[config.mk]
export PLATFORM = sky130hd
export DESIGN_NAME = seq_divider
export DESIGN_NICKNAME = d
export VERILOG_FILES = /design/src/rtl/seq_divider.sv
export SDC_FILE = /design/constraint.sdc
export NUM_CORES = 1
export LEC_CHECK = 0
export CAP_MARGIN = 30
export CORE_MARGIN = 5
export CORE_UTILIZATION = 45
export DETAILED_ROUTE_END_ITERATION = 6
export PLACE_DENSITY = 0.75
export SLEW_MARGIN = 20
export SYNTH_ARGS = -nofsm -noshare
export SYNTH_HDL_FRONTEND = slang
export SYNTH_SLANG_ARGS = --single-unit
[constraint.sdc]
create_clock -name clk -period 3.48 [get_ports clk]
set_input_delay 0.348 -clock clk [delete_from_list [all_inputs] [get_ports clk]]
set_output_delay 0.348 -clock clk [all_outputs]
set_load 0.005 [all_outputs]
[src/rtl/seq_divider.sv]
// Multi-cycle signed/unsigned restoring divider: one quotient bit per clock, MSB first,
// with a sign-fix step, a one-cycle early exit for divide-by-zero, and result registers that hold between operations.
module seq_divider #(
  parameter int DVD_W = 8,
  parameter int DVS_W = 7
) (
  input  logic             clk,
  input  logic             reset,
  input  logic             start,
  input  logic             signed_mode,
  input  logic [DVD_W-1:0] dividendin,
  input  logic [DVS_W-1:0] divisorin,
  output logic             busy,
  output logic             done,
  output logic [DVD_W-1:0] quotient,
  output logic [DVS_W-1:0] remainder,
  output logic             dbz,
  output logic             ovf,
  output logic [1:0]       state_dbg
);

  localparam int CNT_W = $clog2(DVD_W + 1);

  localparam logic [1:0] IDLE = 2'd0;
  localparam logic [1:0] RUN  = 2'd1;
  localparam logic [1:0] FIX  = 2'd2;
  localparam logic [1:0] DONE = 2'd3;

  // Handshake: start is sampled only in IDLE. busy is high in RUN and FIX, and
  // also in DONE on the divide-by-zero path. done is a one-cycle pulse in DONE;
  // the result outputs are valid from then until the next operation completes.

  logic [1:0]       state;
  logic [DVD_W-1:0] dvd_sh;    // dividend bits shift out the top, quotient bits shift in at the bottom
  logic [DVS_W-1:0] dvs_mag;
  logic [DVS_W:0]   rem_w;
  logic [CNT_W-1:0] cnt;
  logic             q_neg;
  logic             r_neg;
  logic             ovf_p;
  logic             dbz_path;

  logic [DVD_W-1:0] dvd_abs;
  logic [DVS_W-1:0] dvs_abs;
  logic [DVS_W:0]   rem_shift;
  logic [DVS_W:0]   trial;
  logic             fits;
  logic [DVS_W-1:0] rem_mag;
  logic             is_min_dvd;

  always_comb begin
    dvd_abs    = dividendin;
    dvs_abs    = divisorin;
    if (signed_mode && dividendin[DVD_W-1]) dvd_abs = -dividendin;
    if (signed_mode && divisorin[DVS_W-1])  dvs_abs = -divisorin;
    is_min_dvd = (dividendin == {1'b1, {(DVD_W-1){1'b0}}});
    rem_shift  = {rem_w[DVS_W-1:0], dvd_sh[DVD_W-1]};
    trial      = rem_shift - {1'b0, dvs_mag};
    // A set top bit in the working remainder means the shifted value already exceeds the divisor.
    fits       = rem_w[DVS_W] | (rem_shift >= {1'b0, dvs_mag});
    rem_mag    = rem_w[DVS_W-1:0];
  end

  always_ff @(posedge clk) begin
    if (reset) begin
      state     <= IDLE;
      dvd_sh    <= '0;
      dvs_mag   <= '0;
      rem_w     <= '0;
      cnt       <= '0;
      q_neg     <= 1'b0;
      r_neg     <= 1'b0;
      ovf_p     <= 1'b0;
      dbz_path  <= 1'b0;
      quotient  <= '0;
      remainder <= '0;
      dbz       <= 1'b0;
      ovf       <= 1'b0;
    end else begin
      case (state)
        IDLE: begin
          if (start) begin
            dvd_sh  <= dvd_abs;
            dvs_mag <= dvs_abs;
            rem_w   <= '0;
            cnt     <= '0;
            q_neg   <= signed_mode & (dividendin[DVD_W-1] ^ divisorin[DVS_W-1]);
            r_neg   <= signed_mode & dividendin[DVD_W-1];
            ovf_p   <= signed_mode & is_min_dvd & (&divisorin);
            if (divisorin == '0) begin
              state     <= DONE;
              dbz_path  <= 1'b1;
              quotient  <= '1;
              remainder <= '0;
              dbz       <= 1'b1;
              ovf       <= 1'b0;
            end else begin
              state    <= RUN;
              dbz_path <= 1'b0;
            end
          end
        end
        RUN: begin
          dvd_sh <= {dvd_sh[DVD_W-2:0], fits};
          rem_w  <= fits ? trial : rem_shift;
          cnt    <= cnt + 1'b1;
          if (cnt == CNT_W'(DVD_W - 1)) state <= FIX;
        end
        FIX: begin
          quotient  <= q_neg ? -dvd_sh : dvd_sh;
          remainder <= r_neg ? -rem_mag : rem_mag;
          dbz       <= 1'b0;
          ovf       <= ovf_p;
          state     <= DONE;
        end
        default: begin
          dbz_path <= 1'b0;
          state    <= IDLE;
        end
      endcase
    end
  end

  assign done      = (state == DONE);
  assign busy      = (state == RUN) | (state == FIX) | ((state == DONE) & dbz_path);
  assign state_dbg = state;

endmodule
==> flow_summary.json <==
{
  "status": "finished, final reports clean",
  "clkTransAtPathRegs_ns": 0.11,
  "antenna_cells": 0,
  "rows": 30,
  "place_hpwl_um": 5578,
  "drt-met1-wl_um": 3561,
  "rsz0062_at_grt": "no",
  "fill_cells": 684,
  "grt_pass1_vias": 2731,
  "vias": 2839,
  "final_antenna_net_count": 0,
  "grt_usage_pct": 18.04,
  "postCtsSetupBuffers": 0,
  "antenna_found_initial": 0,
  "dr.pass1.iters": 4,
  "end_kind": "flop",
  "cts_made_buffers": 5,
  "hold_class": "reg -> reg",
  "power.share.sequential_pct": 33.0,
  "finalNetCount": 456,
  "syn_area_per_cell_um2": 8.130,
  "p_clk_share_pct": 15.8,
  "synthArstFlopShare_pct": 0,
  "synth.distinct_cells": 64,
  "worst_pin_slew_ns": 0.8622,
  "cts_tree": "built",
  "p_per_area_nw_per_um2": 634.1,
  "ys_top_cells_by_count": "dfxtp_1, nand2_1, nor2_1",
  "worstPathArrival_ns": 2.64,
  "vias_per_cell": 5.502,
  "dr_wl_met2_um": 3297,
  "hold_slack_ns": 0.4568,
  "slew_viol_final": 0,
  "setup_viol": 0,
  "yosys_warnings": 0,
  "finalHoldViolCount": 0,
  "drv_cap": 0,
  "syn_area_um2": 3187,
  "top_layer": "met4",
  "cts_resized": 0,
  "coreArea_um2": 6832,
  "die_height_um": 94.16,
  "setup_tns_ns": 0,
  "power.switching_uw": 1014,
  "portBuffers": 39,
  "grt_max_degree": 44,
  "cts_hold_repair.buffers": 0,
  "cts_root_buffer": "clkbuf_8",
  "die_w_um": 94.16,
  "worst_slack_ns": 1.092,
  "grt_overflow": 0,
  "ctsLongestPathBuffers": 2,
  "grt_pass1_wl_um": 13000,
  "syn_nets": 429,
  "critical_path.max_fanout": 17,
  "yosysMostFrequentCell": "dfxtp_1",
  "fin_util_pct": 53.90,
  "switching_share_pct": 43.41,
  "layout-area-overhead-vs-synth_pct": 15.55,
  "drt_iter0_drc": 159,
  "irDropWorstVdd_mv": 0.2358,
  "avgRoutedWirePerCell_um": 14.09,
  "final_area_um2": 3682,
  "wl_met3_um": 331,
  "leakagePower_uw": 0.001355,
  "reg2reg_slack_ns": 1.09,
  "routed_wl_um": 7268,
  "cts.sinks": 50,
  "cts.htree.levels": 2,
  "synth_top_area_share_pct": 31.41,
  "synth-edff-count": 0,
  "ios": 40,
  "period_minus_slack_ns": 2.388,
  "drive_above_1_share_pct": 6.429,
  "crit_type": "reg -> reg",
  "synthTopCellsByArea": "dfxtp_1, ha_1, nand2_1",
  "pre_cts_ws_ns": 1.006,
  "p_int_uw": 1321,
  "gp_congestion": 0.8515,
  "crit_required_ns": 3.74,
  "drc": 0,
  "cp-start-kind": "flop",
  "placed_area_um2": 3585,
  "die_area_um2": 8865,
  "worstSkewPairLatency_ns": 0.31,
  "yosysTopAreaCell": "dfxtp_1",
  "postSynthCellCount": 392,
  "maxSlewHeadroom_pct": 42.52,
  "comb_power_share_pct": 51.2,
  "fmax_ghz": 0.4187,
  "synthFlopType": "dfxtp_1",
  "start_util_pct": 46.65,
  "ys_ff_latch": 50,
  "ys_seq_area_share_pct": 31.41,
  "fin_skew_ns": 0.01211,
  "period_share_pct": 68.63
}
## layer usage
metal / global-route usage (%) / vias up
li1: - / 1446
met1: 25.78 / 1315
met2: 28.25 / 73
met3: 3.125 / 5
met4: 3.971 / 0
met5: 0 / -
## flip-flops by register name (all words and copies together) (netlist names)
register,cells
dvd_sh,8
quotient,8
rem_w,8
dvs_mag,7
remainder,7
cnt,4
state_dbg,2
dbz,1
dbz_path,1
ovf,1
ovf_p,1
q_neg,1
r_neg,1
## cells in the final DEF, fill, tap and decap left out, drive strengths merged, types with 3 or more instances in the layout
cell           count
nand3             13
a21o               5
and2               3
mux2i              6
a22oi              4
xor2               9
nor2b              4
nand4b             3
a32o               4
dfxtp             50
o211ai             8
nand2b             7
a211oi            10
nor2              39
o31ai              5
nand2             46
xnor2             13
inv               25
o21ai             19
or3                7
a311oi             4
a31oi              5
clkbuf             5
ha                17
nand3b             4
clkdlybuf4s50     39
a21oi             32
nor3               6
## worst paths after layout
check,from,to,depth (start not counted)
setup / recovery,state_dbg[0],cnt[3],6
hold / removal,remainder[5],remainder[5],2
setup reg to reg,state_dbg[0],cnt[3],6
hold reg to reg,remainder[5],remainder[5],2
## critical path: stages (launching register included)
cell and delay [ns]:
dfxtp_1 0.39, inv_1 0.10, ha_1 0.34, and2_1 0.40
a21oi_1 0.76, a22oi_1 0.22, nor2_1 0.13
## area by class of cell
| class | instances | area (um2) | area share (%) |
|---|---|---|---|
| repair buffers | 40 | 397.9 | 10.81 |
| inverters | 24 | 90.09 | 2.446 |
| multi-input cells | 298 | 1976 | 53.65 |
| clock buffers | 5 | 68.82 | 1.869 |
| flip-flops and latches | 50 | 1001 | 27.18 |
| well taps | 96 | 120.1 | 3.262 |
| clock inverters | 3 | 28.78 | 0.7815 |
## power groups by stage
stage | sequential (uW) | clock, uW | combinational (uW)
final | 770 | 368 | 1200
after global routing | 787 | 405 | 1350
after CTS | 768 | 377 | 1200
after detailed placement | 782 | 0 | 1190
after global placement | 776 | 0 | 1160
after floorplan | 753 | 0 | 968
## stage by stage
stage          power, uW  cells
3_5_place_dp        1973    508
6_report            2335    516
5_1_grt             2541    516
3_3_place_gp        1938    508
2_1_floorplan       1721    392
4_1_cts             2344    516
## kinds of logic after synthesis
group / count (synthesis) / synth area share (%)
multiplexers: 7 / 2.356
flip-flops: 50 / 31.41
AND/OR/NAND/NOR: 143 / 22.10
XOR/XNOR: 22 / 6.046
adder cells (fa/ha/maj): 18 / 7.303
buffers and inverters: 44 / 6.596
AO/OA/AOI/OAI: 108 / 24.19
Note: power is estimated with default switching activity, not from simulation.
